--- src/rtl/fp_mul_seq.sv ---
// fp_mul_seq: sequential 27-bit floating-point multiplier.
// Format: [26] sign, [25:18] exponent (bias 127), [17:0] fraction with hidden 1.
// A shift-add core needs 19 cycles for the mantissa product, plus one normalisation cycle.
// Exponent 0 is treated as zero. Overflow saturates. Underflow flushes to zero.
// Rounding is by truncation.
module fp_mul_seq (
    input  logic        clk,
    input  logic        rst,
    input  logic [26:0] first,
    input  logic [26:0] second,
    input  logic        in_valid,
    output logic        in_ready,
    output logic [26:0] out,
    output logic        out_valid,
    input  logic        out_ready
);

    typedef enum logic [1:0] {
        IDLE,
        MULT,
        NORM,
        DONE
    } state_t;

    state_t             state;
    logic [37:0]        mcand;
    logic [18:0]        mplier;
    logic [37:0]        prod;
    logic [4:0]         cnt;
    logic signed [9:0]  exp_r;
    logic               sign_r;

    logic signed [9:0]  exp_n;
    logic [17:0]        frac_n;
    logic [26:0]        norm_res;
    logic               zero_op;

    // Operands are taken only in IDLE and only while reset is released.
    always_comb begin
        in_ready = rst && (state == IDLE);
    end

    // An exponent field of zero marks that operand as zero.
    always_comb begin
        zero_op = (first[25:18] == 8'd0) || (second[25:18] == 8'd0);
    end

    // Normalise the product, truncate the fraction, then saturate or flush the exponent.
    always_comb begin
        exp_n  = exp_r;
        frac_n = prod[35:18];
        if (prod[37]) begin
            exp_n  = exp_r + 10'sd1;
            frac_n = prod[36:19];
        end
        if (exp_n >= 10'sd255) begin
            norm_res = {sign_r, 8'hFE, 18'h3FFFF};
        end else if (exp_n <= 10'sd0) begin
            norm_res = {sign_r, 26'd0};
        end else begin
            norm_res = {sign_r, exp_n[7:0], frac_n};
        end
    end

    // Control FSM with the shift-add datapath and the registered result.
    // A zero operand enters DONE with out_valid still low. DONE raises it one
    // cycle later, which gives that path its one-cycle latency.
    always_ff @(posedge clk or negedge rst) begin
        if (!rst) begin
            state     <= IDLE;
            mcand     <= '0;
            mplier    <= '0;
            prod      <= '0;
            cnt       <= '0;
            exp_r     <= '0;
            sign_r    <= 1'b0;
            out       <= '0;
            out_valid <= 1'b0;
        end else begin
            case (state)
                IDLE: begin
                    if (in_valid) begin
                        sign_r <= first[26] ^ second[26];
                        if (zero_op) begin
                            out   <= {first[26] ^ second[26], 26'd0};
                            state <= DONE;
                        end else begin
                            mcand  <= {19'd0, 1'b1, first[17:0]};
                            mplier <= {1'b1, second[17:0]};
                            prod   <= '0;
                            cnt    <= '0;
                            exp_r  <= $signed({2'b00, first[25:18]})
                                    + $signed({2'b00, second[25:18]})
                                    - 10'sd127;
                            state  <= MULT;
                        end
                    end
                end
                MULT: begin
                    if (mplier[0]) begin
                        prod <= prod + mcand;
                    end
                    mcand  <= mcand << 1;
                    mplier <= mplier >> 1;
                    cnt    <= cnt + 5'd1;
                    if (cnt == 5'd18) begin
                        state <= NORM;
                    end
                end
                NORM: begin
                    out       <= norm_res;
                    out_valid <= 1'b1;
                    state     <= DONE;
                end
                DONE: begin
                    if (!out_valid) begin
                        out_valid <= 1'b1;
                    end else if (out_ready) begin
                        out_valid <= 1'b0;
                        state     <= IDLE;
                    end
                end
                default: begin
                    state <= IDLE;
                end
            endcase
        end
    end

endmodule
--- config.mk ---
export PLATFORM = sky130hd
export DESIGN_NAME = fp_mul_seq
export DESIGN_NICKNAME = d
export VERILOG_FILES = /design/src/rtl/fp_mul_seq.sv
export SDC_FILE = /design/constraint.sdc
export NUM_CORES = 1
export LEC_CHECK = 0
export BUFFER_PORTS_ARGS = -buffer_cell sky130_fd_sc_hd__buf_2
export CAP_MARGIN = 20
export CELL_PAD_IN_SITES_DETAIL_PLACEMENT = 0
export CELL_PAD_IN_SITES_GLOBAL_PLACEMENT = 2
export CORE_ASPECT_RATIO = 2
export CORE_UTILIZATION = 37
export CTS_CLUSTER_DIAMETER = 120
export DETAILED_ROUTE_END_ITERATION = 16
export HOLD_SLACK_MARGIN = 0.12
export PLACE_DENSITY_LB_ADDON = 0.1
export SLEW_MARGIN = 5
export SYNTH_ARGS = -nofsm -noshare
export SYNTH_HDL_FRONTEND = slang
export SYNTH_SLANG_ARGS = --single-unit
--- constraint.sdc ---
create_clock -name clk -period 3.16 [get_ports clk]
set_input_delay 0.474 -clock clk [delete_from_list [all_inputs] [get_ports clk]]
set_output_delay 0.474 -clock clk [all_outputs]
set_load 0.01 [all_outputs]
-- Word-level counts from Yosys, hierarchy flattened
Cells that the tools add are included.
- bits of input ports: 58
- output and inout port bits: 29
- bits in registers: 141
- eq/ne operators: 11
- $add $sub $neg: 5
- reduce and logical (&&, ||, !) cells: 14
- bitwise logic cells: 2
- multiplexer cells: 29
- $lt $le $gt $ge: 2
- operators with widths (operator ; count):
    38-bit two-way mux ; 5
    38-bit case mux with 2 select lines ; 2
    27-bit two-way mux ; 2
    27-bit case mux with 2 select lines ; 1
    26-bit two-way mux ; 2
    38-bit adder ; 1
    19-bit two-way mux ; 2
    19-bit case mux with 2 select lines ; 1
    18-bit two-way mux ; 1
    8-bit zero test ; 2
    2-bit inequality test (second input constant) ; 7
    10-bit by 2-bit adder with 10-bit output (second input constant) ; 1
    10-bit by 9-bit >= comparator with 1-bit output (second input constant) ; 1
    10-bit by 1-bit less-or-equal comparator with 1-bit output (second input constant) ; 1
    10-bit two-way mux ; 1
    2-bit two-way mux ; 5
    5-bit two-way mux ; 2
    5-bit case mux with 2 select lines ; 1
    9-bit by 7-bit subtractor with 10-bit output (second input constant) ; 1
    8-bit by 8-bit adder with 9-bit output ; 1
    3-bit AND reduction ; 3
    2-bit case mux with 4 select lines ; 1
    4-bit AND reduction ; 2
    2-bit nonzero test ; 3
    other kinds (12) ; 14

-- Logic depth before layout (Yosys ltp)
Gate-level depths: netlist of run 1.
- word-level depth: 6
- depth in mapped cells: 12

-- Worst setup path after synthesis of run 1
OpenSTA, ideal clock, no wires.
- path type: register to register
- from: register mcand[0]
- to: register prod[36]
- clock period less this slack: 2.659 ns
- data arrival time: 2.564 ns
- stages on the path, launching flop included: 13
- library setup time: 0.096 ns
- setup slack: 0.501 ns
- buffers on the path: 0
- cell sequence: dfrtp_1 -> ha_1 -> inv_1 -> fa_1 -> nand2b_1 -> a21oi_1 -> o21ai_1 -> a21oi_2 -> o211ai_1 -> a2111oi_1 -> o311a_1 -> nor3_1 -> o31ai_1
- cells in the longest elaborated chain, start to end: 3
- ends and longest elaborated chain (what ; RTL line ; RTL):
    start, declared ; 26 ; logic [37:0] mcand;
    start signal, assigned ; 88 ; mcand <= {19'd0, 1'b1, first[17:0]};
    start signal, assigned ; 103 ; mcand <= mcand << 1;
    38-bit adder ; 101 ; prod <= prod + mcand;
    38-bit two-way mux ; 100 ; if (mplier[0]) begin
    38-bit case mux with 2 select lines ; 80 ; case (state)
    end signal, assigned ; 101 ;
    end, declared ; 28 ; logic [37:0] prod;
Every way passes these cells. The select of a mux whose other input is x is not followed.
A chain may end at the register's enable or synchronous reset.

-- Final worst setup path of run 1
- from: register mcand[11]
- to: register prod[34]
Same word-level chain as after synthesis.

==> results.ini, run 1 <==
[outcome]
status=complete, no violations

[timing]
worst_slew_pin_slew_ns=0.837
report.final.slew_viol_count=0
post-route-period-util_pct=90.9
hold_viol=0
finalCriticalPeriod_ns=2.87
worst_hold_slack_ns=0.0979
rsz0062_at_grt=no
finClkSkew_ns=0.00884
slew_headroom_pct=44.2
fmax_mhz=348
setup_tns_ns=0
setup_viol=0

[pwr]
irDropWorstVdd_v=0.000502
power_mw=9.14
p_per_area_mw_per_mm2=899
leakage_nw=4.89

[die]
initial_core_util_pct=37.5
core_area_mm2=0.0232
die-area_mm2=0.0242
die_w_um=111
io_pins=87
fp-row-count=79
die_h_um=219

[logic_synthesis]
synth-async-reset-ratio_pct=100
synth_cell_types=64
synth_flop_cell=dfrtp_1
yosys_warnings=0
ys_ff_latch=141
syn_avg_cell_area_um2=9.00
synth_cells=969
synth_edf_count=0
yosysTopAreaCell=dfrtp_1
syn_area_mm2=0.00872
seq_area_frac_synth_pct=40.5
synth.top_cell.area_share_pct=40.5
synth.area.top_cells=dfrtp_1, ha_1, nand2_1, a21oi_1, mux2i_1
syn_nets=1088

[cts]
h-tree-depth=4
cts_sinks=141
cts_buffer_depth=2
cts_root_buf=clkbuf_16
cts_tree=built
clock_latency_ns=0.45
clk_transition_reported_paths_ns=0.06
cts_inserted_buffers=17
hold_buffers=0

[hold_path]
hold_path.class=input port to asynchronous set/reset pin

[setup_path]
crit_chain=ha_1 -> a21o_1 -> a21o_1 -> a21o_1 -> a31o_1 -> a31oi_4 -> o22ai_1 -> o2111ai_2 -> or4b_1 -> o211ai_1
cp_max_fo=7
rr_startpoint=mcand[11]
crit_top_cell=a21o_1
critPathRequiredTime_ns=3.53
critical_path.max_stage_delay_ns=0.45
cp_slowest_cell=or4b_1
r2r-end=prod[34]
reg2reg_slack_ns=0.29
path_class=flip-flop to flip-flop
arrival_ns=3.24
start_kind=flip-flop
rr_worst_depth=10
cp-end-kind=flip-flop

[detailed_routing]
first_pass_iters=5
vias=7137
drc=0
post_drt_via_cell_ratio=5.33
routed_wl_um=22800
drt_iter0_markers=287
wire_per_inst_um=17.0
ant_nets=0

[place]
hpwl_um=16900
port_buffers=86
gp_congestion=0.827
dp.cells=1308

[global_routing]
first_global_vias=7374
overflow=0
grt_pass1_wl_um=37500
grt_max_degree=142
antenna_found_initial=0
gr-usage-all-layers_pct=19.7

[finish]
final_cells=1340
final_common_cell=nand2_1
nNetsFinal=1163
fin_util_pct=43.7
syn2layout_area_growth_pct=16.5
fillers=2363
final_cell_mix=nand2_1, dfrtp_1, a21oi_1
antenna_cells=0
drive_gt1_share_pct=16.4

[flow_run]
drv_cap=0

logic make-up after synthesis:
family	share of synthesized area, %
AOI/OAI and AO/OA	19.9
xor gates and xnor gates	4.92
adders and majority gates	8.93
buffers and inverters	3.47
DFF	40.5
muxes	6.96
and+or+nand+nor	15.3
worst max path at each step:
stage,startpoint,to,slack (ns),cells past startpoint
CTS,mcand[0],prod[36],0.17,12
finish,mcand[11],prod[34],0.29,10
detailed placement,mcand[0],prod[36],0.20,12
global placement,mcand[0],prod[36],0.29,12
floorplan,mcand[0],prod[36],0.50,12
global route,mcand[0],prod[36],0.04,12
repair_timing:
action / CTS / global route
endpoints found under the setup margin: 0 / 1
resized for setup: 0 / 1
setup buffers: 0 / 0
worst max-delay path: cells and delay by family, from the launching register on:
kind | cells | cell delay (ns)
AOI/OAI and AO/OA | 8 | 1.55
DFF | 1 | 0.41
and+or+nand+nor | 1 | 0.45
adders and majority gates | 1 | 0.40
metrics by stage:
stage,instance area (um^2),worst slack [ns]
final,10200,0.287
after global routing,10200,0.0379
after CTS,10200,0.167
after detailed placement,9510,0.202
after global placement,9510,0.288
after floorplan,8720,0.501
cells in the mapped netlist (5+ instances only):
library cell  instances
and2_1                6
nand2b_1              9
dfrtp_1             141
a31oi_1               8
nand3_1              29
o21ai_1              31
xor2_1               22
xnor2_1              27
nand4_1              11
nor3_1                8
a21o_1               31
o21bai_1              7
and3_1                5
ha_1                 59
mux2i_1              37
nand2_1             144
nor2_1               68
o21ai_0              53
a21oi_1              97
inv_1                26
mux2_2               21
nor4_1                5
o21a_1                6
clkbuf_1             46
flip-flops by register name, indices dropped and copies added (netlist names):
register   cells
mcand         38
prod          38
out           27
mplier        19
exp_r         10
cnt            5
state          2
out_valid      1
sign_r         1
power by group:
| group | switching [mW] | leakage, nW | internal, mW |
|---|---|---|---|
| registers | 0.448 | 1.82 | 2.38 |
| clock network | 0.848 | 0.307 | 1.37 |
| logic | 2.49 | 2.77 | 1.60 |
| total | 3.79 | 4.89 | 5.35 |
per-layer routing:
metal	vias up	wire (um)	global-route usage, %
met5	-	0	0
met4	0	478	7.96
met3	26	394	3.15
met2	69	13200	39.4
met1	3436	8800	19.9
li1	3606	-	-
cell type report:
type	count	area, um^2	share of cell area, %
clock buffers	20	457	4.50
inverters	26	97.6	0.961
repair buffers	108	614	6.05
multi-input cells	750	4920	48.5
flip-flops and latches	141	3530	34.7
well taps	283	354	3.49
clock inverters	12	184	1.81
(Power assumes the default switching activity.)
==> run 2: changes to the inputs <==
--- a/config.mk
+++ b/config.mk
@@ -9,7 +9,6 @@
 export CAP_MARGIN = 20
 export CELL_PAD_IN_SITES_DETAIL_PLACEMENT = 0
 export CELL_PAD_IN_SITES_GLOBAL_PLACEMENT = 2
-export CORE_ASPECT_RATIO = 2
 export CORE_UTILIZATION = 37
 export CTS_CLUSTER_DIAMETER = 120
 export DETAILED_ROUTE_END_ITERATION = 16
==> run 2 against run 1 <==
  * Final cell count is 2.2% higher
  * First-iteration DRC count is 5.9% higher
  * Sequential share of layout area is 0.11 points higher
  * Routed wire length is 8.2% lower
  * Non-clock buffer count is 1 lower
  * Final area is 0.31% lower
  * Register-to-register slack hardly changed
  * Maximum frequency is 0.14% higher
  * Global-route usage is 1.1 points lower
  * Critical endpoint is now prod[27]
==> results.ini, run 2 (synthesized netlist as in run 1, its figures left out) <==
[finish]
syn2layout_area_growth_pct=16.2
final_common_cell=nand2_1
drive_gt1_share_pct=16.3
fin_util_pct=44.3
fillers=2336
nNetsFinal=1162
largest_registers=mcand: 38 flops, prod: 38 flops, out: 27 flops
antenna_cells=0
final_cell_mix=nand2_1, dfrtp_1, a21oi_1

[detailed_routing]
drc=0
vias=6921
ant_nets=0
routed_wl_um=21000
first_pass_iters=4
wire_per_inst_um=15.3
post_drt_via_cell_ratio=5.06
drt_iter0_markers=304

[timing]
report.final.slew_viol_count=0
hold_viol=0
setup_viol=0
finalCriticalPeriod_ns=2.87
post-route-period-util_pct=90.8
worst_slew_pin_slew_ns=0.691
fin_ws_ns=0.291
slew_headroom_pct=53.9
finClkSkew_ns=0.0158
rsz0062_at_grt=no
fmax_mhz=349
setup_tns_ns=0

[setup_path]
path_class=flip-flop to flip-flop
r2r-end=prod[27]
cp_max_fo=5
rr_worst_depth=10
critical_path.max_stage_delay_ns=0.41
cp-end-kind=flip-flop
reg2reg_slack_ns=0.29
start_kind=flip-flop
crit_chain=ha_1 -> a21o_1 -> a21oi_1 -> nand2_1 -> a221oi_1 -> o311a_1 -> o221ai_1 -> o31ai_1 -> xor2_1 -> o21ai_1
arrival_ns=3.18
cp_slowest_cell=dfrtp_1
rr_startpoint=mcand[3]
critPathRequiredTime_ns=3.47

[global_routing]
grt_pass1_wl_um=36100
grt_util_met2_pct=28.5
grt_max_degree=117
use_met3_pct=3.29
use_met1_pct=26.9
overflow=0
grt.busiest_layer=met2
gr-usage-all-layers_pct=18.6
antenna_found_initial=0
first_global_vias=7047

[cts]
clock_latency_ns=0.43
clk_transition_reported_paths_ns=0.07
cts_buffer_depth=2
cts_root_buf=clkbuf_16
cts_tree=built
cts_inserted_buffers=17
post-cts-setup-buffers=0
h-tree-depth=4
cts_sinks=141

[outcome]
status=complete, no violations

[pwr]
irDropWorstVdd_v=0.000415
leakage_nw=4.86
p_per_area_mw_per_mm2=874

[die]
die_w_um=155
io_pins=87
fp-row-count=55
die_h_um=155
core_area_mm2=0.0228
die-area_mm2=0.0242
initial_core_util_pct=38.2

[hold_path]
hold_path.class=input port to flip-flop
min_to=out_valid
holdPathStages=2
hp-start=out_ready

[flow_run]
drv_cap=0

[place]
post-place-ws_ns=0.181
gp_congestion=0.820
port_buffers=86
hpwl_um=15300

## run 2: cell types whose count changed in the layout (fill, tap and decap cells not counted), moves of 2 or more
cell       previous run  this run
inv_6                 2         6
buf_4                21        19
bufinv_16             4         1
inv_8                 0         3
clkbuf_8              2         0
## run 2: stage by stage
step | cells | cell area, um^2 | hold WS, ns | power (mW)
floorplan | 969 | 8720 | 0.178 | 5.78
global placement | 1336 | 9530 | 0.373 | 6.92
detailed placement | 1336 | 9530 | 0.371 | 6.92
CTS | 1369 | 10100 | 0.230 | 8.99
global route | 1369 | 10100 | 0.257 | 9.65
finish | 1369 | 10100 | 0.247 | 8.85
## run 2: routing by layer
| layer | share of wire (%) | wire length, um | vias to the layer above |
|---|---|---|---|
| met2 | 43 | 9070 | 91 |
| met3 | 2.5 | 525 | 16 |
| met5 | 0 | 0 | - |
| met1 | 53 | 11100 | 3209 |
| li1 | - | - | 3605 |
| met4 | 1.3 | 264 | 0 |
## run 2: power by group
part / total (mW) / switching [mW] / leakage [nW] / internal, mW
Clock: 2.01 / 0.897 / 0.285 / 1.11
Combinational: 4.01 / 2.42 / 2.76 / 1.59
Sequential: 2.83 / 0.447 / 1.82 / 2.38
Total: 8.85 / 3.77 / 4.86 / 5.09
## run 2: worst max path at each step
| stage | depth (start not counted) | endpoint | from | slack (ns) |
|---|---|---|---|---|
| 2_1_floorplan | 12 | prod[36] | mcand[0] | 0.50 |
| 3_3_place_gp | 12 | prod[36] | mcand[0] | 0.29 |
| 3_5_place_dp | 12 | prod[36] | mcand[0] | 0.18 |
| 4_1_cts | 12 | prod[36] | mcand[0] | 0.19 |
| 5_1_grt | 10 | prod[27] | mcand[3] | 0.04 |
| 6_report | 10 | prod[27] | mcand[3] | 0.29 |
## run 2: cell type report
class	count	area [um^2]	share of cell area [%]
Clock buffer	17	425	4.20
Clock inverter	15	151	1.50
Inverter	26	97.6	0.964
Multi-Input combinational cell	750	4920	48.6
Sequential cell	141	3530	34.8
Tap cell	313	392	3.87
Timing Repair Buffer	107	609	6.02
## run 2: critical path: cells and delay by family (launching register included)
family                   cells  cell delay [ns]
AND/OR/NAND/NOR              1             0.15
adder cells (fa/ha/maj)      1             0.37
AO/OA/AOI/OAI                7             1.65
XOR/XNOR                     1             0.17
flip-flops                   1             0.41
## run 2: what timing repair did
action / CTS / global route
setup endpoints to repair: 0 / 1
endpoints found under the hold margin: 25 / 0
hold buffers: 1 / 0
resized for setup: 0 / 1
==> run 3: changes to the inputs <==
--- a/config.mk
+++ b/config.mk
@@ -13,6 +13,7 @@
 export CTS_CLUSTER_DIAMETER = 120
 export DETAILED_ROUTE_END_ITERATION = 16
 export HOLD_SLACK_MARGIN = 0.12
+export MAX_ROUTING_LAYER = met4
 export PLACE_DENSITY_LB_ADDON = 0.1
 export SLEW_MARGIN = 5
 export SYNTH_ARGS = -nofsm -noshare
==> run 3 against run 2 <==
  * Via count did not move
  * Clock power about the same
  * Final cell count stayed put
  * Combinational power about the same
  * Critical path type unchanged
  * Highest routed layer unchanged
==> results.ini, run 3 (synthesized netlist as in run 1, its figures left out) <==
[global_routing]
gr-usage-all-layers_pct=19.2
first_global_vias=7066
overflow=0
grt_pass1_wl_um=36000
grt_max_degree=117
antenna_found_initial=0

[flow_run]
drv_cap=0

[timing]
worst_slew_pin_slew_ns=0.706
rsz0062_at_grt=no
finClkSkew_ns=0.0152
hold_viol=0
finalCriticalPeriod_ns=2.87
setup_viol=0
setup_tns_ns=0
fin_ws_ns=0.291
worst_hold_slack_ns=0.249
slew_headroom_pct=52.9
report.final.slew_viol_count=0
post-route-period-util_pct=90.8
fmax_mhz=349

[outcome]
status=complete, no violations

[finish]
nNetsFinal=1162
final_common_cell=nand2_1
final_cell_area_mm2=0.0101
antenna_cells=0
fin_util_pct=44.3
largest_registers=mcand: 38 flops, prod: 38 flops, out: 27 flops
final_cell_mix=nand2_1, dfrtp_1, a21oi_1
syn2layout_area_growth_pct=16.2
final_cells=1369
drive_gt1_share_pct=16.3

[place]
dp.cells=1336
gp_congestion=0.832
dpl_cell_area_mm2=0.00953
hpwl_um=15300
post-place-ws_ns=0.181
port_buffers=86

[die]
die-area_mm2=0.0242
io_pins=87
die_w_um=155
die_h_um=155
fp-row-count=55
core_area_mm2=0.0228
initial_core_util_pct=38.2

[cts]
post-cts-setup-buffers=0
clk_transition_reported_paths_ns=0.07
cts_sinks=141
cts_inserted_buffers=17
h-tree-depth=4
cts_root_buf=clkbuf_16
clock_latency_ns=0.43
cts_tree=built
cts_buffer_depth=2

[setup_path]
cp_slowest_cell=dfrtp_1
path_class=flip-flop to flip-flop
critPathRequiredTime_ns=3.47
crit_chain=ha_1 -> a21oi_1 -> o21ai_0 -> a221o_1 -> o41a_1 -> nand2_1 -> a21o_1 -> a21oi_1 -> or3_1 -> a32o_1
critical_path.endpoint=prod[35]
worst-path-buf-inv=0
rr_worst_depth=10
reg2reg_slack_ns=0.29
cp-startpoint=mcand[24]
r2r-end=prod[35]
cp_max_fo=5
rr_startpoint=mcand[24]
start_kind=flip-flop
crit_top_cell=a21oi_1
critical_path.max_stage_delay_ns=0.40
cp-end-kind=flip-flop
cpLargestDelayFamily=compound AO/OA/AOI/OAI gates
arrival_ns=3.18
cp.depth=10

[pwr]
p_per_area_mw_per_mm2=874
leakage_nw=4.86
irDropWorstVdd_v=0.000415
power_mw=8.85

[detailed_routing]
routed_wl_um=20900
first_pass_iters=4
post_drt_via_cell_ratio=5.06
drt_iter0_markers=286
ant_nets=0
drc=0
vias=6921
wire_per_inst_um=15.3

[hold_path]
hold_path.class=input port to flip-flop

==> run 3: cell counts in the layout (fill, tap and decap cells not counted) <==
Identical to the previous run, type by type.
==> run 3: report_power, final <==
| part | internal [mW] | total, mW | switching [mW] |
|---|---|---|---|
| combinational | 1.59 | 4.01 | 2.42 |
| clock | 1.11 | 2.01 | 0.897 |
| sequential | 2.38 | 2.83 | 0.446 |
==> run 3: worst min path at each step <==
stage,startpoint,endpoint,slack [ns],cells after the start
6_report,out_ready,out_valid,0.25,2
2_1_floorplan,rst,cnt[0],0.18,0
4_1_cts,out_ready,out_valid,0.23,2
3_5_place_dp,rst,mcand[29],0.37,1
3_3_place_gp,rst,mcand[29],0.37,1
5_1_grt,out_ready,out_valid,0.26,2
==> run 3: area by class of cell <==
| type | count | area (um^2) |
|---|---|---|
| fill | 2336 | 12700 |
| sequential | 141 | 3530 |
| inverter | 26 | 97.6 |
| multi-input combinational | 750 | 4920 |
| clock buffer | 17 | 425 |
| tap | 313 | 392 |
| clock inverter | 15 | 151 |
| timing repair buffer | 107 | 609 |
==> run 3: routing by layer <==
| metal | GRT usage, % | vias up | share of wire, % |
|---|---|---|---|
| met2 | 28.7 | 85 | 44 |
| met5 | - | - | 0 |
| met4 | 6.12 | 0 | 1.4 |
| met3 | 2.53 | 20 | 2.0 |
| met1 | 26.8 | 3210 | 53 |
| li1 | - | 3606 | - |
==> run 3: timing repair <==
item,4_1_cts,5_1_grt
setup endpoints to repair,0,1
resized for setup,0,1
hold endpoints to repair,25,0
hold buffers,1,0
